--- src/rtl/msrr_pkg.sv ---
// Shared types and default widths for the multifunction rotate register sequencer.
// Latency: n/a (types only).
// Backpressure: n/a.
package msrr_pkg;

    localparam int MSRR_WIDTH = 8;
    localparam int MSRR_AMT_W = 3;
    localparam int MSRR_CNT_W = 16;

    // Rotate-register mode encoding as seen on its select inputs.
    typedef enum logic [1:0] {
        RR_HOLD = 2'b00,
        RR_ROR1 = 2'b01,
        RR_ROR2 = 2'b10,
        RR_LOAD = 2'b11
    } rr_mode_e;

    typedef enum logic [1:0] {
        IDLE = 2'b00,
        LOAD = 2'b01,
        ROT  = 2'b10,
        RESP = 2'b11
    } ctrl_state_e;

endpackage

--- src/rtl/msrr_rot_ctrl.sv ---
// Sequencer: loads a word into the rotate register, then issues minimal ror2/ror1 steps.
// Latency: result valid 2 + ceil(n/2) cycles after the accept edge (2..6 for WIDTH=8).
// Backpressure: one command in flight; cmd_ready low until result handshake completes.
module msrr_rot_ctrl
    import msrr_pkg::*;
#(
    parameter int WIDTH = MSRR_WIDTH,
    parameter int AMT_W = MSRR_AMT_W,
    parameter int CNT_W = MSRR_CNT_W
) (
    input  logic             clk,
    input  logic             rst,
    input  logic             cmd_valid,
    output logic             cmd_ready,
    input  logic [WIDTH-1:0] cmd_data,
    input  logic [AMT_W-1:0] cmd_amt,
    input  logic             cmd_left,
    output logic [1:0]       rr_mode,
    output logic [WIDTH-1:0] rr_sln,
    input  logic [WIDTH-1:0] rr_po,
    output logic             res_valid,
    input  logic             res_ready,
    output logic [WIDTH-1:0] res_data,
    output logic             busy,
    output logic [CNT_W-1:0] op_count
);

    ctrl_state_e      state, state_nxt;
    logic [AMT_W-1:0] rem, rem_nxt;
    logic [WIDTH-1:0] data_r;
    logic             cmd_take;
    logic             res_take;
    rr_mode_e         mode;

    // State, remaining amount, captured word and completion counter.
    always_ff @(posedge clk or posedge rst) begin
        if (rst) begin
            state    <= IDLE;
            rem      <= '0;
            data_r   <= '0;
            op_count <= '0;
        end else begin
            state <= state_nxt;
            rem   <= rem_nxt;
            if (cmd_take) begin
                data_r <= cmd_data;
            end
            if (res_take) begin
                op_count <= op_count + CNT_W'(1);
            end
        end
    end

    // Next-state and output decode; modes depend only on state and rem.
    always_comb begin
        state_nxt = state;
        rem_nxt   = rem;
        mode      = RR_HOLD;
        cmd_ready = 1'b0;
        res_valid = 1'b0;
        cmd_take  = 1'b0;
        res_take  = 1'b0;
        case (state)
            IDLE: begin
                cmd_ready = 1'b1;
                if (cmd_valid) begin
                    cmd_take  = 1'b1;
                    // A left rotate by k equals a right rotate by WIDTH-k; k=0 stays 0.
                    rem_nxt   = cmd_left ? (AMT_W'(0) - cmd_amt) : cmd_amt;
                    state_nxt = LOAD;
                end
            end
            LOAD: begin
                mode      = RR_LOAD;
                state_nxt = (rem != '0) ? ROT : RESP;
            end
            ROT: begin
                if (rem >= AMT_W'(2)) begin
                    mode    = RR_ROR2;
                    rem_nxt = rem - AMT_W'(2);
                end else begin
                    mode    = (rem == AMT_W'(1)) ? RR_ROR1 : RR_HOLD;
                    rem_nxt = '0;
                end
                if (rem_nxt == '0) begin
                    state_nxt = RESP;
                end
            end
            RESP: begin
                res_valid = 1'b1;
                if (res_ready) begin
                    res_take  = 1'b1;
                    state_nxt = IDLE;
                end
            end
            default: begin
                state_nxt = IDLE;
            end
        endcase
    end

    assign rr_mode  = mode;
    assign rr_sln   = data_r;
    assign busy     = (state != IDLE);
    assign res_data = (state == RESP) ? rr_po : '0;

endmodule
--- config.mk ---
export PLATFORM = sky130hd
export DESIGN_NAME = msrr_rot_ctrl
export DESIGN_NICKNAME = d
export VERILOG_FILES = /design/src/rtl/msrr_pkg.sv /design/src/rtl/msrr_rot_ctrl.sv
export SDC_FILE = /design/constraint.sdc
export NUM_CORES = 1
export LEC_CHECK = 0
export BUFFER_PORTS_ARGS = -buffer_cell sky130_fd_sc_hd__buf_2
export CORE_MARGIN = 3
export CORE_UTILIZATION = 51
export CTS_CLUSTER_DIAMETER = 30
export DETAILED_ROUTE_END_ITERATION = 8
export PLACE_DENSITY = 0.84
export SETUP_SLACK_MARGIN = 0.1
export SLEW_MARGIN = 10
export SYNTH_ARGS = -nofsm -noshare
export SYNTH_HDL_FRONTEND = slang
export SYNTH_SLANG_ARGS = --single-unit
--- constraint.sdc ---
create_clock -name clk -period 3.9 [get_ports clk]
set_input_delay 1.17 -clock clk [delete_from_list [all_inputs] [get_ports clk]]
set_output_delay 1.17 -clock clk [all_outputs]
set_load 0.01 [all_outputs]
==> metrics.md <==
| Metric | Value |
|---|---|
| Synthesized area per cell | 10.7 um^2 |
| Worst path required time | 2730 ps |
| Vias in the first global route | 1241 |
| Total Power | 1.17 mW |
| Gate power share | 45.7% |
| XOR/XNOR Fraction of Synth Area | 9.33% |
| Post-synthesis sequential area ratio | roughly half |
| Fraction of layout cells with a size suffix above 1 | 39.5% |
| Status | finished clean |
| First-pass GRT wire length | 5330 um |
| CTS sink count | 29 |
| TritonCTS buffer count | 5 |
| CTS root buf | clkbuf_4 |
| Fill cells | 244 |
| Crit. End Element | primary output |
| Setup violators final | 0 |
| Antenna diode count | 0 |
| Unique cell type count in the Yosys netlist | 34 |
| Simple logic cell fraction of the synthesized area | 19.2% |
| CTS max path bufs | 2 |
| Mapped Nets | 170 |
| Setup CP Type | flop to primary output |
| Async SR Flop Fraction | 100% |
| Final hold violation count | 0 |
| TNS Setup | 0 ps |
| Post-Route WL | 3260 um |
| Post-synthesis mux area share | under 10% |
| Syn. warnings | 0 |
| Clock Power Share | ~14% |
| Total of max-cap violations | 0 |
| Slew @ Worst Pin | between 1000 and 1500 ps |
| Post-CTS Repair Setup Buffers | 0 |
| H-tree depth | 2 |
| Residual DRC | 0 |
| Largest family of logic cells by synthesized area | simple AND/OR/NAND/NOR gates |
| Clock skew | 7.02 ps |
| Core Box Area | 2780 um^2 |
| Leakage | 0.988 nW |
| Antenna violations before repair | 0 |
| GP Congestion | 0.859 |
| Worst skew pair latency | approximately 320 ps |
| CTS Hold Buffers Added | 0 |
| TritonCTS clock tree | done |
| Mapped Cells | 140 |
| Flops & latches, synth | 29 |
| Via count of the routed design | 1248 |
| DR WL/cell | about 14 um |
| Power Dens Cells | 622 nW/um^2 |
| Maximum vdd drop | 0.476 mV |
| DR vias/cell | 5.29 |
| Sw frac | 39.3% |
| Tcrit/Tclk final | ~73% |
| Post-DP HPWL | 2560 um |
| Hold EP | op_count[15]$_DFFE_PP0P_ |
| Largest net degree at the start of global routing | 30 |
| Die H | 60.3 um |
| EDFF count, synth | 0 |
| Compound-Gate Fraction of Synth Area | between 6 and 7% |
| Area grow syn2layout | 25.1% |
| Site Rows | 19 |
| Min-delay src | op_count[15]$_DFFE_PP0P_ |
| Worst EP arrival | 1660 ps |
| Post-synthesis adder-cell area fraction | about 5.0% |
| IO Count | 61 |
| Crit start category | flop |
| Max transition margin | 29.6% |
| R2r worst-path depth | 5 |
| Worst r2r src | state[1]$_DFFE_PP0P_ |
| Internal cell power | 0.709 mW |
| Biggest fanout along the worst timing path | 7 |
| Max Clk Rate | between 300 and 400 MHz |
| Reg-to-Reg End | op_count[15]$_DFFE_PP0P_ |
| P_sw | between 0.4 and 0.5 mW |
| Antenna-violating nets left | 0 |
| Reg power frac | about two fifths |
| Reg clk slew, reported paths | roughly 90 ps |
| Total die area | 3630 um^2 |
| Crit path time final | 2830 ps |
| Hold Path Depth | 1 |
| Die X | 60.3 um |
| GR Util All Layers | 19.6% |
| Synth Flop Type | dfrtp_1 |
| Post-cts resize count | 0 |
| Port Buffers | 60 |
| DR pass1 iterations | 6 |
| Unrepaired setup endpoints after global routing | false |
| Worst Hold Class | flop to flop |
| Initial drt markers | 26 |
| Reg2Reg Setup Slack | 2180 ps |
| Final nets | 234 |
| GRT overflow | 0 |
| Max-slew violation count | 0 |
| Initial Util | 54.0% |
| Synth Cell Area | 1500 um^2 |
-- worst max-delay path by stage --
stage                               startpoint  cells past startpoint          end
after floorplan                       rr_po[0]                      1  res_data[0]
after global placement                rr_po[7]                      3  res_data[7]
after detailed placement              rr_po[7]                      3  res_data[7]
after CTS                 state[0]$_DFFE_PP0P_                      6   rr_mode[1]
after global routing      state[0]$_DFFE_PP0P_                      6   rr_mode[1]
final                     state[0]$_DFFE_PP0P_                      6   rr_mode[1]
-- critical path: stages (launching register included) --
cell,delay [ps]
dfrtp_1,410
inv_1,120
ha_1,290
inv_1,90
a21oi_1,180
o21a_1,130
buf_2,120
-- synthesized netlist by cell type (4+ instances only) --
master   count  share of area [%]
nand4_1      6                2.5
xnor2_1     12                7.0
and2_1       9                3.7
xor2_1       4                2.3
dfrtp_1     29                 48
ha_1         6                5.0
inv_1       13                3.3
nand2_1     12                3.0
nor2_1       6                1.5
mux2_2       9                6.8
-- power groups by stage --
stage	registers, mW	clock network (mW)	logic (mW)
after detailed placement	0.470	0	0.539
after floorplan	0.488	0	0.326
final	0.464	0.169	0.534
after global placement	0.461	0	0.515
after global routing	0.478	0.189	0.594
after CTS	0.464	0.177	0.541
-- area by class of cell --
class	instances	area (um^2)	share of cell area [%]
Sequential cell	29	726	38.6
Multi-Input combinational cell	95	713	38.0
Timing Repair Buffer	60	300	16.0
Inverter	13	48.8	2.60
Clock buffer	6	41.3	2.20
Tap cell	31	38.8	2.07
Clock inverter	2	10.0	0.533
-- cell families after synthesis --
group                    after synthesis
multiplexers                          10
AO/OA/AOI/OAI                         14
buffers and inverters                 16
AND/OR/NAND/NOR                       49
adder cells (fa/ha/maj)                6
flip-flops                            29
XOR/XNOR                              16
-- per-layer routing --
metal  part of all wire [%]  routed length [um]  vias up  track usage, %
met5                      0                   0        -               0
met4                    1.3                  44        0            8.23
met1                     38                1250      605            22.3
met3                    5.4                 175        4            5.40
li1                       -                   -      603               -
met2                     55                1790       36            34.3
-- layout by cell type, fill, tap and decap left out, types with 2 or more instances in the layout --
cell type and instances:
a21oi_1 3, and2_1 9, buf_2 60, clkbuf_4 5, clkinv_2 2, dfrtp_1 29, ha_1 6, inv_1 13
mux2_2 9, nand2_1 12, nand2b_1 2, nand3_1 3, nand4_1 6, nor2_1 6, nor2b_1 2, o21ai_0 2
o22ai_1 3, xnor2_1 12, xor2_1 4
-- registers in the layout (all words and copies together) (netlist names) --
signal,flops
op_count,16
rr_sln,8
rem,3
state,2
-- stage by stage --
| stage | area (um^2) | cells | hold slack [ps] | utilization (%) | setup WS [ps] |
|---|---|---|---|---|---|
| floorplan | 1500 | 140 | 504 | - | 1400 |
| global placement | 1830 | 228 | 453 | 65.7 | 1200 |
| detailed placement | 1830 | 228 | 460 | 65.7 | 1170 |
| CTS | 1880 | 236 | 473 | 67.5 | 1070 |
| global route | 1880 | 236 | 484 | 67.5 | 942 |
| finish | 1880 | 236 | 468 | 67.5 | 1070 |
No activity file was read; power rests on OpenSTA's default activity.
